File: src/rtl/run_ctrl_pkg.sv
// run_ctrl_pkg: sequencer states and status codes shared by run_ctrl and its bench.
package run_ctrl_pkg;
  typedef enum logic [2:0] {IDLE, CORE_RST, CHECK, REQ, WAIT, DRAIN, REPORT} state_t;
  localparam logic [1:0] ST_OK         = 2'd0;
  localparam logic [1:0] ST_TIMEOUT    = 2'd1;
  localparam logic [1:0] ST_DONE_STUCK = 2'd2;
endpackage

File: src/rtl/run_ctrl_if.sv
// run_ctrl_if: host, core and data-memory signals of run_ctrl; master is the controller side.
interface run_ctrl_if #(parameter int AW = 8, parameter int CW = 16) ();
  logic          start;
  logic [AW-1:0] res_base;
  logic [AW-1:0] res_len;
  logic          busy;
  logic          core_rst;
  logic          req;
  logic          done;
  logic          mem_rd_en;
  logic [AW-1:0] mem_rd_addr;
  logic [7:0]    mem_rd_data;
  logic          stat_valid;
  logic [1:0]    stat_code;
  logic [CW-1:0] run_cycles;
  logic [7:0]    checksum;
  modport master (
    input  start, res_base, res_len, done, mem_rd_data,
    output busy, core_rst, req, mem_rd_en, mem_rd_addr, stat_valid, stat_code, run_cycles, checksum
  );
  modport slave (
    output start, res_base, res_len, done, mem_rd_data,
    input  busy, core_rst, req, mem_rd_en, mem_rd_addr, stat_valid, stat_code, run_cycles, checksum
  );
endinterface

File: src/rtl/run_ctrl_drain.sv
// run_ctrl_drain: reads len bytes from base (address wraps) and sums them; data lands one cycle after each read.
module run_ctrl_drain import run_ctrl_pkg::*; #(
  parameter int AW = 8
) (
  input  logic          clk,
  input  logic          reset,
  input  logic          clr,
  input  logic          go,
  input  logic [AW-1:0] base,
  input  logic [AW-1:0] len,
  output logic          rd_en,
  output logic [AW-1:0] rd_addr,
  input  logic [7:0]    rd_data,
  output logic          fin,
  output logic [7:0]    sum
);
  logic          act;
  logic          pend;
  logic [AW-1:0] left;
  // finishes on the cycle after the last read, when its byte is being accumulated
  assign fin = act && !rd_en;
  always_ff @(posedge clk or negedge reset) begin
    if (!reset) begin
      act     <= 1'b0;
      pend    <= 1'b0;
      rd_en   <= 1'b0;
      rd_addr <= '0;
      left    <= '0;
      sum     <= '0;
    end else begin
      pend <= rd_en;
      sum  <= clr ? '0 : pend ? sum + rd_data : sum;
      if (go) begin
        act     <= 1'b1;
        rd_en   <= len != '0;
        rd_addr <= base;
        left    <= len;
      end else if (rd_en) begin
        rd_addr <= rd_addr + 1'b1;
        left    <= left - 1'b1;
        rd_en   <= left != AW'(1);
      end else if (fin) begin
        act <= 1'b0;
      end
    end
  end
endmodule

File: src/rtl/run_ctrl.sv
// run_ctrl: resets the core, pulses req, times done, then checksums the result window.
// Define RUN_CTRL_TIMEOUT_EN to abort a WAIT that reaches TIMEOUT cycles.
module run_ctrl import run_ctrl_pkg::*; #(
  parameter int RST_CYC = 4,
  parameter int AW      = 8,
  parameter int CW      = 16,
  parameter int TIMEOUT = 4000
) (
  input  logic       clk,
  input  logic       reset,
  run_ctrl_if.master bus
);
`ifdef RUN_CTRL_TIMEOUT_EN
  localparam bit TO_EN = 1'b1;
`else
  localparam bit TO_EN = 1'b0;
`endif
  localparam int RW = $clog2(RST_CYC + 1);
  localparam logic [RW-1:0] R_LAST = RW'(RST_CYC - 1);
  state_t        state;
  logic [RW-1:0] cnt;
  logic [AW-1:0] base;
  logic [AW-1:0] len;
  logic          fin;
  logic          to_hit;
  assign to_hit = TO_EN && bus.run_cycles == CW'(TIMEOUT);
  run_ctrl_drain #(.AW(AW)) u_drain (
    .clk     (clk),
    .reset   (reset),
    .clr     (state == IDLE && bus.start),
    .go      (state == WAIT && bus.done),
    .base    (base),
    .len     (len),
    .rd_en   (bus.mem_rd_en),
    .rd_addr (bus.mem_rd_addr),
    .rd_data (bus.mem_rd_data),
    .fin     (fin),
    .sum     (bus.checksum)
  );
  always_ff @(posedge clk or negedge reset) begin
    if (!reset) begin
      state          <= IDLE;
      cnt            <= '0;
      base           <= '0;
      len            <= '0;
      bus.busy       <= 1'b0;
      bus.core_rst   <= 1'b0;
      bus.req        <= 1'b0;
      bus.stat_valid <= 1'b0;
      bus.stat_code  <= ST_OK;
      bus.run_cycles <= '0;
    end else begin
      case (state)
        IDLE: if (bus.start) begin
          base           <= bus.res_base;
          len            <= bus.res_len;
          cnt            <= '0;
          bus.run_cycles <= '0;
          bus.stat_code  <= ST_OK;
          bus.busy       <= 1'b1;
          bus.core_rst   <= 1'b1;
          state          <= CORE_RST;
        end
        CORE_RST: if (cnt == R_LAST) begin
          bus.core_rst <= 1'b0;
          state        <= CHECK;
        end else begin
          cnt <= cnt + 1'b1;
        end
        CHECK: if (bus.done) begin
          bus.stat_code  <= ST_DONE_STUCK;
          bus.stat_valid <= 1'b1;
          state          <= REPORT;
        end else begin
          bus.req <= 1'b1;
          state   <= REQ;
        end
        REQ: begin
          bus.req <= 1'b0;
          state   <= WAIT;
        end
        WAIT: if (bus.done) begin
          state <= DRAIN;
        end else if (to_hit) begin
          // watchdog: knock the hung core back into reset for the report cycle
          bus.stat_code  <= ST_TIMEOUT;
          bus.core_rst   <= 1'b1;
          bus.stat_valid <= 1'b1;
          state          <= REPORT;
        end else begin
          bus.run_cycles <= &bus.run_cycles ? bus.run_cycles : bus.run_cycles + 1'b1;
        end
        DRAIN: if (fin) begin
          bus.stat_valid <= 1'b1;
          state          <= REPORT;
        end
        REPORT: begin
          bus.stat_valid <= 1'b0;
          bus.busy       <= 1'b0;
          bus.core_rst   <= 1'b0;
          state          <= IDLE;
        end
        default: state <= IDLE;
      endcase
    end
  end
endmodule

File: src/flat_wrapper.sv
// flat-port wrapper written by rule: the top's interface ports become plain ports
module run_ctrl_flat import run_ctrl_pkg::*;
#(
  parameter int RST_CYC = 4,
  parameter int AW      = 8,
  parameter int CW      = 16,
  parameter int TIMEOUT = 4000
)
  (clk, reset, bus_start, bus_res_base, bus_res_len, bus_done, bus_mem_rd_data, bus_busy, bus_core_rst, bus_req, bus_mem_rd_en, bus_mem_rd_addr, bus_stat_valid, bus_stat_code, bus_run_cycles, bus_checksum);
  run_ctrl_if #(.AW(AW), .CW(CW)) bus_i ();
  input  logic clk;
  input  logic reset;
  input wire logic [$bits(bus_i.start)-1:0] bus_start;
  input wire logic [$bits(bus_i.res_base)-1:0] bus_res_base;
  input wire logic [$bits(bus_i.res_len)-1:0] bus_res_len;
  input wire logic [$bits(bus_i.done)-1:0] bus_done;
  input wire logic [$bits(bus_i.mem_rd_data)-1:0] bus_mem_rd_data;
  output wire logic [$bits(bus_i.busy)-1:0] bus_busy;
  output wire logic [$bits(bus_i.core_rst)-1:0] bus_core_rst;
  output wire logic [$bits(bus_i.req)-1:0] bus_req;
  output wire logic [$bits(bus_i.mem_rd_en)-1:0] bus_mem_rd_en;
  output wire logic [$bits(bus_i.mem_rd_addr)-1:0] bus_mem_rd_addr;
  output wire logic [$bits(bus_i.stat_valid)-1:0] bus_stat_valid;
  output wire logic [$bits(bus_i.stat_code)-1:0] bus_stat_code;
  output wire logic [$bits(bus_i.run_cycles)-1:0] bus_run_cycles;
  output wire logic [$bits(bus_i.checksum)-1:0] bus_checksum;
  assign bus_i.start = bus_start;
  assign bus_i.res_base = bus_res_base;
  assign bus_i.res_len = bus_res_len;
  assign bus_i.done = bus_done;
  assign bus_i.mem_rd_data = bus_mem_rd_data;
  assign bus_busy = bus_i.busy;
  assign bus_core_rst = bus_i.core_rst;
  assign bus_req = bus_i.req;
  assign bus_mem_rd_en = bus_i.mem_rd_en;
  assign bus_mem_rd_addr = bus_i.mem_rd_addr;
  assign bus_stat_valid = bus_i.stat_valid;
  assign bus_stat_code = bus_i.stat_code;
  assign bus_run_cycles = bus_i.run_cycles;
  assign bus_checksum = bus_i.checksum;
  run_ctrl #(.RST_CYC(RST_CYC), .AW(AW), .CW(CW), .TIMEOUT(TIMEOUT)) u_core (.clk(clk), .reset(reset), .bus(bus_i));
endmodule
File: config.mk
export PLATFORM = sky130hd
export DESIGN_NAME = run_ctrl_flat
export DESIGN_NICKNAME = d
export VERILOG_FILES = /design/src/rtl/run_ctrl_pkg.sv /design/src/rtl/run_ctrl_if.sv /design/src/rtl/run_ctrl_drain.sv /design/src/rtl/run_ctrl.sv /design/src/flat_wrapper.sv
export SDC_FILE = /design/constraint.sdc
export NUM_CORES = 1
export LEC_CHECK = 0
export ABC_AREA = 1
export ABC_CLOCK_PERIOD_IN_PS = 2200
export BUFFER_PORTS_ARGS = -buffer_cell sky130_fd_sc_hd__buf_2
export CAP_MARGIN = 20
export CORE_MARGIN = 3
export CORE_UTILIZATION = 44
export DETAILED_ROUTE_END_ITERATION = 7
export GPL_ROUTABILITY_DRIVEN = 0
export HOLD_SLACK_MARGIN = 0.12
export PLACE_DENSITY = 0.68
export REMOVE_ABC_BUFFERS = 1
export SYNTH_ARGS = -nofsm -noshare
export SYNTH_HDL_FRONTEND = slang
export SYNTH_HIERARCHICAL = 1
export SYNTH_SLANG_ARGS = --single-unit
File: constraint.sdc
create_clock -name clk -period 2.2 [get_ports clk]
set_clock_uncertainty 0.1 [all_clocks]
set_input_delay 0.22 -clock clk [delete_from_list [all_inputs] [get_ports clk]]
set_output_delay 0.22 -clock clk [all_outputs]
set_load 0.01 [all_outputs]
==> impl_metrics.py <==
metrics = {
    "outcome": {
        "run_status": "complete, no violations",
    },
    "synth": {
        "postSynthAreaPerCell_um2": 7.60,
        "post_synth_arst_share": 1.00,
        "synth.lib_cells_used.distinct": 36,
        "synthTopCellsByCount": "207 x nand2_1, 70 x dfrtp_1, 53 x inv_1",
        "synth_top_cell_by_area": "dfrtp_1",
        "synth.top_cell.area_share": 0.440,
        "syn-instance-count": 524,
        "synth_enable_flop_cells": 0,
        "synth-main-ff-cell": "dfrtp_1",
        "fraction_of_the_yosys_area_taken_by_sequential_cells": 0.440,
        "synth.yosys.warnings": 6,
        "synth_top_area_cells": "dfrtp_1 44%, nand2_1 20%, inv_1 5.0%",
        "yosys_register_bits": 70,
        "synthesized_area_um2": 3980,
        "yosys.cell_count.top_type": "nand2_1",
    },
    "global_route": {
        "first_global_vias": 3578,
        "grt_start_max_net_pins": 71,
        "grt.overflow.total": 0,
        "antenna_found_initial": 0,
        "grt.total_usage": 0.194,
        "first_pass_grt_wire_length_um": 16100,
    },
    "setup_path": {
        "cp_data_required_time_ns": 2.37,
        "cp-end-kind": "flip-flop",
        "critPathArrivalTime_ns": 2.04,
        "regToRegEndpoint": "u_core/u_drain/sum[1]",
        "worst-r2r-cell-count": 7,
        "crit_type": "reg -> reg",
        "reg2reg_from": "u_core/state[1]",
        "critical_path_startpoint_category": "flip-flop",
        "worst-path-max-fanout": 8,
        "rrSetupSlack_ns": 0.32,
    },
    "timing": {
        "layout_worst_path_cycle_share": 0.853,
        "final-max-slew-violation-count": 0,
        "totalNegativeSetupSlack_ns": 0,
        "final.min_clock_period_ns": 1.88,
        "worst-slew-pin-transition_ns": 0.522,
        "max_clock_freq_mhz": 533,
        "timing.slew.headroom": 0.651,
        "rsz_0062_raised_after_global_routing": "no",
        "hold_viol_final": 0,
        "report.final.setup_viol": 0,
    },
    "die": {
        "die_area_um2": 10200,
        "die_w_um": 101,
        "start_util": 0.454,
        "placement_rows": 34,
        "core_um2": 8760,
        "ioPinCount": 67,
        "floorplan.die.height_um": 101,
    },
    "hold_path": {
        "holdPathStages": 5,
        "worstHoldPathType": "in -> reg",
        "min-delay-start": "bus_mem_rd_data[7]",
        "min_to": "u_core/u_drain/sum[7]",
    },
    "route": {
        "routed-via-count": 3603,
        "drt_pass1_iterations": 4,
        "avgViaCountPerCell": 4.95,
        "detail_route.drc_violations": 0,
        "detail_route.iter0.violations": 153,
        "finalWirelength_um": 9210,
        "antenna_violating_nets_post_route": 0,
        "avg_wl_per_cell_um": 12.7,
    },
    "clock_network": {
        "clk_pin_slew_ns": 0.07,
        "clock-root-buffer": "clkbuf_8",
        "tritoncts_clock_tree": "yes",
        "total_clock_buffers_created_by_cts": 9,
        "postCtsResizedCells": 0,
        "cts_post_setup_buffers_inserted": 0,
        "numClockSinks": 70,
        "h-tree-depth": 3,
        "worstSkewPairLatency_ns": 0.34,
        "cts-root-to-sink-buffers": 2,
    },
    "power_and_ir_drop": {
        "power_density_nw_per_um2": 1150,
        "p_leak_nw": 2.53,
        "irDropWorstVdd_mv": 0.394,
    },
    "final_layout": {
        "nFillCells": 841,
        "register_area_um2": 1750,
        "num_antenna_cells": 0,
        "multi_input_area_um2": 1940,
        "flow.area_growth_from_synthesis_pct": 21.1,
        "final_layout_size_suffix_gt1_frac": 0.182,
        "fin_area_um2": 4820,
        "finish.net_count": 657,
    },
    "place": {
        "post-dp-hpwl_um": 6690,
        "placed_cell_area_um2": 4430,
        "portBuffers": 65,
    },
    "job": {
        "maxcap_viol_count": 0,
    },
}
state kept, by name, summed over array words and instances, names as in the netlist:
register,flops
u_core/bus.core_rst,1
u_core/u_drain/rd_addr,8
u_core/state,3
u_core/bus.run_cycles,16
u_core/bus.busy,1
u_core/u_drain/act,1
u_core/base,8
u_core/len,8
u_core/u_drain/sum,8
u_core/bus.req,1
u_core/bus.stat_code,1
u_core/u_drain/pend,1
u_core/u_drain/left,8
u_core/cnt,3
u_core/u_drain/rd_en,1
u_core/bus.stat_valid,1
logic make-up after synthesis:
logic type | after synthesis | share of synthesized area
and+or+nand+nor | 304 | 0.325
other | 1 | 0.000942
adders and majority gates | 14 | 0.0459
xor gates and xnor gates | 18 | 0.0396
buffers and inverters | 70 | 0.0741
AOI/OAI and AO/OA | 47 | 0.0751
DFF | 70 | 0.440
cells in the final DEF (no fill, tap or decap), types with 3 or more instances in the layout:
| cell type | n |
|---|---|
| a21oi_1 | 8 |
| a22oi_1 | 6 |
| buf_2 | 65 |
| buf_4 | 4 |
| clkbuf_8 | 11 |
| dfrtp_1 | 70 |
| dlygate4sd3_1 | 19 |
| ha_1 | 13 |
| inv_1 | 53 |
| inv_2 | 4 |
| nand2_1 | 207 |
| nand2_2 | 3 |
| nand3_1 | 31 |
| nand4_1 | 10 |
| nor2_1 | 36 |
| nor2_2 | 6 |
| o211ai_1 | 4 |
| o21ai_0 | 8 |
| o21ai_1 | 10 |
| o21ai_2 | 5 |
| xnor2_1 | 7 |
| xor2_1 | 11 |
layout make-up:
cell class / instances / area share
Tap cell: 108 / 0.0280
Clock buffer: 13 / 0.0329
Inverter: 61 / 0.0488
Multi-Input combinational cell: 384 / 0.401
Timing Repair Buffer: 89 / 0.117
Sequential cell: 70 / 0.363
Clock inverter: 3 / 0.00882
through the flow:
stage / setup WS (ns) / utilization / instances / hold WS, ns / power (mW)
4_1_cts: 0.321 / 0.551 / 728 / 0.128 / 5.59
3_5_place_dp: 0.336 / 0.506 / 693 / 0.175 / 4.49
3_3_place_gp: 0.406 / 0.506 / 693 / 0.178 / 4.39
2_1_floorplan: 0.0936 / - / 515 / -0.176 / 3.73
5_1_grt: 0.165 / 0.551 / 728 / 0.186 / 6.07
6_report: 0.324 / 0.551 / 728 / 0.147 / 5.54
where the power goes:
part | internal [mW] | switching (mW)
sequential | 1.74 | 0.377
combinational | 0.900 | 1.47
clock | 0.585 | 0.462
total | 3.23 | 2.31
repair_timing:
action,CTS,global route
hold buffers,19,0
endpoints found under the hold margin,89,0
endpoints found under the setup margin,0,0
critical path: stages, from the launching register on:
cell      delay, ns
dfrtp_1        0.40
inv_1          0.09
nand2_1        0.11
nor2_2         0.05
nand2_1        0.12
clkinv_1       0.23
nor2_1         0.49
a22o_1         0.23
layer usage:
layer | vias to the layer above | global-route usage | part of all wire
li1 | 1833 | - | -
met5 | - | 0 | 0
met1 | 1660 | 0.248 | 0.46
met4 | 0 | 0.0818 | 0.015
met2 | 94 | 0.325 | 0.47
met3 | 16 | 0.0337 | 0.051
how the worst max path moves through the flow:
stage	from	end	slack, ns	depth (start not counted)
3_3_place_gp	u_core/bus.run_cycles[0]	u_core/bus.run_cycles[6]	0.41	8
2_1_floorplan	u_core/state[1]	u_core/u_drain/sum[0]	0.09	7
4_1_cts	u_core/bus.run_cycles[0]	u_core/bus.run_cycles[9]	0.32	9
5_1_grt	u_core/state[0]	u_core/bus.run_cycles[13]	0.16	7
6_report	u_core/state[1]	u_core/u_drain/sum[1]	0.32	7
3_5_place_dp	u_core/bus.run_cycles[0]	u_core/bus.run_cycles[6]	0.34	8
No activity file was read; power rests on OpenSTA's default activity.
